`config.mk`:
```
export PLATFORM = sky130hd
export DESIGN_NAME = fetch_prefetch_queue
export DESIGN_NICKNAME = d
export VERILOG_FILES = /design/src/rtl/fetch_prefetch_queue.sv
export SDC_FILE = /design/constraint.sdc
export NUM_CORES = 1
export LEC_CHECK = 0
export BUFFER_PORTS_ARGS = -buffer_cell sky130_fd_sc_hd__buf_4
export CAP_MARGIN = 15
export CELL_PAD_IN_SITES_DETAIL_PLACEMENT = 1
export CELL_PAD_IN_SITES_GLOBAL_PLACEMENT = 2
export CORE_MARGIN = 2
export CORE_UTILIZATION = 36
export DETAILED_ROUTE_END_ITERATION = 16
export GPL_ROUTABILITY_DRIVEN = 0
export GPL_TIMING_DRIVEN = 0
export HOLD_SLACK_MARGIN = 0.06
export MAX_ROUTING_LAYER = met4
export PLACE_DENSITY_LB_ADDON = 0.25
export SYNTH_ARGS = -nofsm -noshare
export SYNTH_HDL_FRONTEND = slang
export SYNTH_SLANG_ARGS = --single-unit
```
`constraint.sdc`:
```
create_clock -name clk -period 7.9 [get_ports clk]
set_input_delay 0.79 -clock clk [delete_from_list [all_inputs] [get_ports clk]]
set_output_delay 0.79 -clock clk [all_outputs]
set_load 0.01 [all_outputs]
```
`src/rtl/fetch_prefetch_queue.sv`:
```
// Instruction fetch front end: single-outstanding imem requests, DEPTH-entry prefetch FIFO, IF/ID register.
// Optional FETCH_BYPASS_EN: a response arriving into an empty FIFO is written straight into IF/ID.
module fetch_prefetch_queue #(
  parameter int unsigned DEPTH    = 4,
  parameter logic [31:0] RESET_PC = 32'h0000_0000
) (
  input  logic        clk,
  input  logic        rst,
  input  logic        PCSrcE,
  input  logic [31:0] PCTargetE,
  input  logic        StallD,
  output logic        imem_req,
  output logic [31:0] imem_addr,
  input  logic        imem_gnt,
  input  logic        imem_rvalid,
  input  logic [31:0] imem_rdata,
  output logic [31:0] InstrD,
  output logic [31:0] PCD,
  output logic [31:0] PCPlus4D,
  output logic        ValidD
);
  localparam int unsigned PW  = $clog2(DEPTH);
  localparam int unsigned CW  = PW + 1;
  localparam logic [31:0] NOP = 32'h0000_0013;

  logic [31:0]            fetch_pc_q, fetch_pc_d, resp_pc_q, resp_pc_d;
  logic [DEPTH-1:0][31:0] fifo_pc_q, fifo_ins_q;
  logic [PW-1:0]          rd_ptr_q, rd_ptr_d, wr_ptr_q, wr_ptr_d;
  logic [CW-1:0]          count_q, count_d;
  logic                   outstanding_q, outstanding_d, discard_q, discard_d;
  logic                   valid_q, valid_d;
  logic [31:0]            instr_q, instr_d, pcd_q, pcd_d, pcp4_q, pcp4_d;
  logic                   resp, grant, accept, bypass, push, pop;

  // The slot for an in-flight word is reserved up front, so a push never finds the FIFO full.
  assign imem_req  = !rst && !PCSrcE &&
                     ((count_q + CW'(outstanding_q)) < CW'(DEPTH)) &&
                     (!outstanding_q || imem_rvalid);
  assign imem_addr = rst ? RESET_PC : fetch_pc_q;
  assign resp      = imem_rvalid && outstanding_q;
  assign grant     = imem_req && imem_gnt;
  assign accept    = resp && !discard_q && !PCSrcE;

`ifdef FETCH_BYPASS_EN
  assign bypass = accept && (count_q == '0) && !StallD;
`else
  assign bypass = 1'b0;
`endif

  always_comb begin
    fetch_pc_d    = fetch_pc_q;
    resp_pc_d     = resp_pc_q;
    rd_ptr_d      = rd_ptr_q;
    wr_ptr_d      = wr_ptr_q;
    count_d       = count_q;
    discard_d     = discard_q;
    valid_d       = valid_q;
    instr_d       = instr_q;
    pcd_d         = pcd_q;
    pcp4_d        = pcp4_q;
    push          = 1'b0;
    pop           = 1'b0;
    outstanding_d = grant ? 1'b1 : (resp ? 1'b0 : outstanding_q);
    if (grant) begin
      resp_pc_d  = fetch_pc_q;
      fetch_pc_d = fetch_pc_q + 32'd4;
    end
    if (PCSrcE) begin
      // Only a request still in flight after this edge needs its data dropped.
      fetch_pc_d = PCTargetE;
      discard_d  = outstanding_d;
      valid_d    = 1'b0;
      instr_d    = NOP;
      rd_ptr_d   = '0;
      wr_ptr_d   = '0;
      count_d    = '0;
    end else begin
      if (resp) discard_d = 1'b0;
      push = accept && !bypass;
      if (!StallD) begin
        if (count_q != '0) begin
          pop     = 1'b1;
          valid_d = 1'b1;
          instr_d = fifo_ins_q[rd_ptr_q];
          pcd_d   = fifo_pc_q[rd_ptr_q];
          pcp4_d  = fifo_pc_q[rd_ptr_q] + 32'd4;
        end else if (bypass) begin
          valid_d = 1'b1;
          instr_d = imem_rdata;
          pcd_d   = resp_pc_q;
          pcp4_d  = resp_pc_q + 32'd4;
        end else begin
          valid_d = 1'b0;
          instr_d = NOP;
        end
      end
      rd_ptr_d = rd_ptr_q + PW'(pop);
      wr_ptr_d = wr_ptr_q + PW'(push);
      count_d  = count_q + CW'(push) - CW'(pop);
    end
  end

  always_ff @(posedge clk) begin
    if (rst) begin
      fetch_pc_q    <= RESET_PC;
      resp_pc_q     <= RESET_PC;
      rd_ptr_q      <= '0;
      wr_ptr_q      <= '0;
      count_q       <= '0;
      outstanding_q <= 1'b0;
      discard_q     <= 1'b0;
      valid_q       <= 1'b0;
      instr_q       <= NOP;
      pcd_q         <= '0;
      pcp4_q        <= '0;
    end else begin
      fetch_pc_q    <= fetch_pc_d;
      resp_pc_q     <= resp_pc_d;
      rd_ptr_q      <= rd_ptr_d;
      wr_ptr_q      <= wr_ptr_d;
      count_q       <= count_d;
      outstanding_q <= outstanding_d;
      discard_q     <= discard_d;
      valid_q       <= valid_d;
      instr_q       <= instr_d;
      pcd_q         <= pcd_d;
      pcp4_q        <= pcp4_d;
    end
  end

  // Payload storage needs no reset; occupancy is tracked by count_q.
  always_ff @(posedge clk) begin
    if (push) begin
      fifo_pc_q[wr_ptr_q]  <= resp_pc_q;
      fifo_ins_q[wr_ptr_q] <= imem_rdata;
    end
  end

  assign InstrD   = instr_q;
  assign PCD      = pcd_q;
  assign PCPlus4D = pcp4_q;
  assign ValidD   = valid_q;
endmodule

```
==> results_dict.tcl, run 1 <==
set metrics [dict create \
    outcome "finished, final reports clean" \
    crit_start "rst" \
    path_cells "clkbuf_1 -> clkbuf_1 -> clkbuf_1 -> clkbuf_1 -> nor2_1 -> buf_4" \
    cts.sink_count 424 \
    ys_types 61 \
    drtAntennaViolNets 0 \
    core-area_um2 45600 \
    async_flop_share 0 \
    synth_edf_count 256 \
    firstDrtPassIters 5 \
    clockRootBuffer "clkbuf_16" \
    startpoint_type "primary input" \
    fin_crit_sh 0.520 \
    rsz0062_at_grt "no" \
    cts_tree "done" \
    cp.arrival_ns 3.32 \
    wl_per_cell_um 23.3 \
    path_class "primary input to output port" \
    clock_latency_ns 0.58 \
    synth_area_um2 16700 \
    cts_hold_buf 0 \
    clkTransAtPathRegs_ns 0.06 \
    die_h_um 219 \
    drc_errors 0 \
    setup_violations 0 \
    worstMarginPinSlew_ns 1.05 \
    layout-drive-gt1-share 0.236 \
    r2r_end "resp_pc_q[25]" \
    grt_usage 0.217 \
    min_path_cells 1 \
    viasPerCell 5.34 \
    syn_nets 1333 \
    regToRegSetupSlack_ns 4.48 \
    antenna_found_initial 3 \
    grt_max_degree 48 \
    power.density_nw_per_um2 228 \
    hold_class "primary input to register" \
    postCtsSetupRepairBufs 0 \
    hold_viol 0 \
    worst_setup_path_end_kind "output port" \
    grt_pass1_vias 11900 \
    cts_resized 0 \
    critPathMaxFanout 10 \
    drt_iter0_markers 747 \
    cp.required_ns 7.11 \
    seq_area_frac_synth 0.661 \
    place_hpwl_mm 35.7 \
    rows 78 \
    die_w_um 219 \
    regToRegStartpoint "count_q[2]" \
    drv_slew 0 \
    p_leak_nw 6.94 \
    hp-start "imem_rdata[8]" \
    hold_end "fifo_ins_q[8]" \
    crit_slowest_cell "clkbuf_1" \
    floorplan.initialDensity 0.367 \
    cts-buffers-inserted 47 \
    clock.fmax_ghz 0.244 \
    synth_seq_cells 424 \
    maxCapViolCount 0 \
    avgSynthCellArea_um2 13.3 \
    fin_util 0.454 \
    critPathMostFrequentCell "clkbuf_1" \
    vias 11500 \
    period_minus_slack_ns 4.11 \
    gr-total-overflow 0 \
    yosysWarnings 0 \
    rr_worst_depth 8 \
    ir_drop_uv 191 \
    finish.net_count 1591 \
    syn_inst 1258 \
    io_buffers 196 \
    ioPinCount 200 \
    max_slew_margin 0.295 \
    area_delta_synth_final_pct 23.7 \
    clock_skew_ns 0.0184 \
    routed_wirelength_mm 50.3 \
    cts_buffer_depth 3 \
    place_area_um2 19100 \
    synth_flop_cell "edfxtp_1" \
    htree_levels 2 \
    cpPeakStageDelay_ns 0.75 \
    grt_pass1_wl_mm 74.6 \
    die-area_um2 48200 \
    stdcell_area_um2 20700 \
]
cell usage after synthesis, types with 4 or more instances:
cell type | count | area, um2
nand3_1 | 32 | 160
a21oi_1 | 72 | 360
and4_1 | 8 | 70.1
and3_1 | 14 | 87.6
o31ai_1 | 7 | 52.6
o311ai_0 | 12 | 105
nand2b_1 | 4 | 25.0
a311o_1 | 4 | 40.0
edfxtp_1 | 256 | 7690
buf_2 | 8 | 40.0
xnor2_1 | 9 | 78.8
buf_1 | 8 | 30.0
or3_1 | 18 | 113
a311oi_1 | 10 | 87.6
nand2_1 | 174 | 653
o21ai_0 | 5 | 25.0
clkbuf_1 | 66 | 248
and2_1 | 8 | 50.1
inv_1 | 9 | 33.8
nor2_1 | 82 | 308
nor3_1 | 14 | 70.1
dfxtp_1 | 168 | 3360
a211o_1 | 4 | 35.0
mux4_2 | 61 | 1370
a31oi_1 | 17 | 106
or4_1 | 10 | 75.1
a211oi_1 | 20 | 150
ha_1 | 4 | 50.1
a22oi_1 | 29 | 218
nor2b_1 | 34 | 213
nand4_1 | 22 | 138
xor2_1 | 14 | 123
state kept, by name, summed over array words and instances, names as in the netlist:
name           cells
fifo_ins_q       128
fifo_pc_q        128
InstrD            32
PCD               32
fetch_pc_q        32
resp_pc_q         32
PCPlus4D          30
count_q            3
rd_ptr_q           2
wr_ptr_q           2
ValidD             1
discard_q          1
outstanding_q      1
power breakdown:
part / leakage, nW / switching [W] / total (W) / internal (W)
Clock: 0.751 / 0.000893 / 0.00216 / 0.00127
Combinational: 2.53 / 0.000106 / 0.000168 / 0.0000621
Sequential: 3.66 / 0.0000229 / 0.00237 / 0.00235
layout by cell type (no fill, tap or decap), types with 9 or more instances in the layout:
master | Yosys | routed
o311ai_0 | 12 | 12
nand2_1 | 174 | 174
mux4_2 | 61 | 61
xnor2_1 | 9 | 9
edfxtp_1 | 256 | 256
or4_1 | 10 | 10
or3_1 | 18 | 18
a22oi_1 | 29 | 29
a211oi_1 | 20 | 20
and3_1 | 14 | 13
nand3_1 | 32 | 32
buf_4 | 3 | 201
nand4_1 | 22 | 22
clkinv_1 | 2 | 11
dfxtp_1 | 168 | 168
clkinv_2 | 0 | 9
a311oi_1 | 10 | 10
a21oi_1 | 72 | 72
nor2_1 | 82 | 81
clkbuf_16 | 0 | 49
nor3_1 | 14 | 14
nor2b_1 | 34 | 34
xor2_1 | 14 | 14
clkbuf_1 | 66 | 76
a31oi_1 | 17 | 17
buf_6 | 2 | 9
inv_1 | 9 | 9
metal layers:
layer / up-vias / GRT usage / wire (um)
met4: 0 / 0.0734 / 1480
met5: - / - / 0
met2: 317 / 0.348 / 24200
met1: 5840 / 0.281 / 21600
met3: 79 / 0.0370 / 2990
li1: 5292 / - / -
through the flow:
stage | setup slack [ns] | hold WS (ns) | cells | setup TNS [ns] | total power (W)
3_5_place_dp | 3.79 | 0.450 | 2067 | 0 | 0.00259
6_report | 3.79 | 0.404 | 2157 | 0 | 0.00471
4_1_cts | 3.77 | 0.362 | 2154 | 0 | 0.00476
5_1_grt | 3.71 | 0.373 | 2157 | 0 | 0.00485
3_3_place_gp | -3.67 | 0.445 | 2054 | -234.17 | 0.00259
2_1_floorplan | 1.18 | 0.440 | 1258 | 0 | 0.00249
kinds of logic (layout without fill, tap and decap cells):
group,count (synthesis),after routing,share of synthesized area
flops,424,424,0.661
other cells,0,3,0
mux,67,67,0.0887
buf+inv,98,394,0.0242
simple gates,434,434,0.126
fa+ha+maj,5,5,0.00419
xor+xnor,23,23,0.0121
compound gates,207,207,0.0841
area by class of cell:
cell class / instances / area, um2
Clock inverter: 24 / 205
Fill cell: 4703 / 24900
Buffer: 87 / 363
Sequential cell: 424 / 11100
Antenna cell: 3 / 7.51
Clock buffer: 63 / 1320
Timing Repair Buffer: 209 / 1650
Multi-Input combinational cell: 736 / 5280
Inverter: 11 / 41.3
Tap cell: 600 / 751
critical path: cells and delay by family:
kind	cells	cell delay (ns)
buffers and inverters	5	2.35
and+or+nand+nor	1	0.16
how the worst max path moves through the flow:
| stage | to | slack [ns] | cells past startpoint |
|---|---|---|---|
| floorplan | fifo_ins_q[0] | 1.18 | 5 |
| global placement | fifo_pc_q[13] | -3.67 | 5 |
| detailed placement | imem_addr[26] | 3.79 | 6 |
| CTS | imem_addr[26] | 3.77 | 6 |
| global route | imem_addr[26] | 3.71 | 6 |
| finish | imem_addr[26] | 3.79 | 6 |
Power figures use the tool's default switching activity.
==> inputs of run 2 (changes only) <==
--- a/config.mk
+++ b/config.mk
@@ -5,6 +5,7 @@
 export SDC_FILE = /design/constraint.sdc
 export NUM_CORES = 1
 export LEC_CHECK = 0
+export ABC_AREA = 1
 export BUFFER_PORTS_ARGS = -buffer_cell sky130_fd_sc_hd__buf_4
 export CAP_MARGIN = 15
 export CELL_PAD_IN_SITES_DETAIL_PLACEMENT = 1
==> constraint.sdc (replaced) <==
create_clock -name clk -period 4 [get_ports clk]
set_input_delay 0.4 -clock clk [delete_from_list [all_inputs] [get_ports clk]]
set_output_delay 0.4 -clock clk [all_outputs]
set_load 0.01 [all_outputs]
==> run 2 against run 1 <==
  * Largest power group unchanged
  * Final area up 8.9%
  * Via count is 28% higher
  * Sequential power up 100%
  * Sequential cell count is the same
  * Critical path type unchanged
  * Core utilization up 0.53 points
  * Critical path depth is the same
  * Die area rose by 7.3%
  * Setup slack got worse by 3.0 ns
==> results_dict.tcl, run 2 <==
set metrics [dict create \
    outcome "finished, final reports clean" \
    rsz0062_at_grt "no" \
    ioPinCount 200 \
    p_clk_frac 0.445 \
    synth_seq_cells 424 \
    max_slew_margin 0.204 \
    switching_share 0.221 \
    synth.most_common_cell "nand2_1" \
    drc_errors 0 \
    io_buffers 197 \
    viasPerCell 5.03 \
    switchingPower_w 0.00205 \
    intPower_w 0.00720 \
    cp.arrival_ns 2.78 \
    die_w_um 227 \
    synthDominantCellAreaShare 0.428 \
    cts.sink_count 424 \
    firstDrtPassIters 5 \
    grt_pass1_wl_mm 91.0 \
    hold_viol 0 \
    vias 14700 \
    fin_crit_sh 0.795 \
    syn_nets 2009 \
    critPathMaxFanout 11 \
    finish.cell_count_without_fillers 2931 \
    finish.net_count 2303 \
    drt_iter0_markers 990 \
    path_class "primary input to output port" \
    layout_setup_ws_ns 0.821 \
    routed_wirelength_mm 60.0 \
    grt_usage 0.241 \
    rr_worst_depth 6 \
    clock_skew_ns 0.0119 \
    worst_setup_path_end_kind "output port" \
    min_path_cells 3 \
    power_frac_seq 0.511 \
    seq_area_frac_synth 0.615 \
    floorplan.initialDensity 0.366 \
    layout-drive-gt1-share 0.166 \
    cts_hold_buf 33 \
    cts-buffers-inserted 46 \
    p_comb_frac 0.043 \
    wl_per_cell_um 20.5 \
    place_hpwl_mm 44.2 \
    p_leak_nw 8.85 \
    whs_ns 0.0882 \
    drv_slew 0 \
    die-area_um2 51700 \
    ys_types 43 \
    ir_drop_uv 248 \
    place_area_um2 20700 \
    area_delta_synth_final_pct 25.3 \
    synth_area_um2 18000 \
    stdcell_area_um2 22500 \
    synth_edf_count 256 \
    core-area_um2 49100 \
    cts_resized 0 \
    async_flop_share 0 \
    power.density_nw_per_um2 411 \
    gr-total-overflow 0 \
    maxCapViolCount 0 \
    die_h_um 227 \
    synthTopCellsByArea "edfxtp_1 43%, dfxtp_1 19%, nand2_1 11%, nor2_1 4.9%, o21ai_0 4.7%" \
    final_common_cell "nand2_1" \
    rows 81 \
    dp_cells 2811 \
    cts_buffer_depth 3 \
    layout_common_cells "509 x nand2_1, 256 x edfxtp_1, 234 x nor2_1" \
    syn_inst 1934 \
    yosysWarnings 0 \
    cts_tree "done" \
    clock_latency_ns 0.59 \
    setup_violations 0 \
    avgSynthCellArea_um2 9.29 \
    reg_top3 "fifo_ins_q: 128 flops, fifo_pc_q: 128 flops" \
    synth.cells.most_frequent "509 x nand2_1, 256 x edfxtp_1, 234 x nor2_1" \
    hold_class "primary input to register" \
    htree_levels 2 \
    grt_max_degree 17 \
    dp_slack_ns 0.951 \
    grt_pass1_vias 15300 \
    antenna_found_initial 1 \
    synth_top_cell_by_area "edfxtp_1" \
    drtAntennaViolNets 0 \
    postCtsSetupRepairBufs 0 \
    clock.fmax_ghz 0.315 \
    clockRootBuffer "clkbuf_16" \
    period_minus_slack_ns 3.18 \
    cp.required_ns 3.60 \
    worstMarginPinSlew_ns 1.19 \
    startpoint_type "primary input" \
    setup_tns_ns 0 \
    synth_flop_cell "edfxtp_1" \
    clkTransAtPathRegs_ns 0.06 \
]
[run 2: per-stage QoR]
step / power [W] / utilization
finish: 0.00924 / 0.459
global route: 0.00954 / 0.459
CTS: 0.00933 / 0.459
detailed placement: 0.00519 / 0.422
global placement: 0.00518 / 0.414
floorplan: 0.00498 / -
[run 2: power groups by stage]
| stage | clock network [W] | logic (W) | registers, W |
|---|---|---|---|
| floorplan | 0 | 0.000176 | 0.00480 |
| global placement | 0 | 0.000364 | 0.00482 |
| detailed placement | 0 | 0.000374 | 0.00482 |
| CTS | 0.00420 | 0.000403 | 0.00473 |
| global route | 0.00436 | 0.000442 | 0.00473 |
| finish | 0.00411 | 0.000402 | 0.00473 |
[run 2: kinds of logic after synthesis]
logic type / after synthesis / synth area share
simple gates: 900 / 0.206
compound gates: 366 / 0.107
buf+inv: 208 / 0.0524
fa+ha+maj: 5 / 0.00390
flops: 424 / 0.615
xor+xnor: 31 / 0.0151
[run 2: layout make-up]
class	count	area, um2
flip-flops and latches	424	11100
fillers	5749	26500
plain buffers	104	541
diodes	2	5.00
clock inverters	16	120
inverters	104	400
multi-input cells	1302	6020
well taps	664	831
clock buffers	69	1330
repair buffers	246	2210
[run 2: worst max-delay path, cell delays in order]
cell	delay, ns
dlygate4sd3_1	0.52
buf_2	0.17
clkbuf_1	0.89
buf_1	0.44
nor2_1	0.16
buf_4	0.18
[run 2: path summary, 6_finish.rpt]
kind	start	endpoint	slack, ns
hold reg to reg	InstrD[9]	InstrD[9]	0.47
setup / recovery	rst	imem_addr[20]	0.82
setup reg to reg	outstanding_q	fifo_pc_q[89]	1.23
hold / removal	PCTargetE[2]	fetch_pc_q[2]	0.09
[run 2: per-layer routing]
layer | track usage | share of wire
met3 | 0.0336 | 0.041
met1 | 0.328 | 0.48
met4 | 0.0603 | 0.019
met2 | 0.381 | 0.46
met5 | - | 0
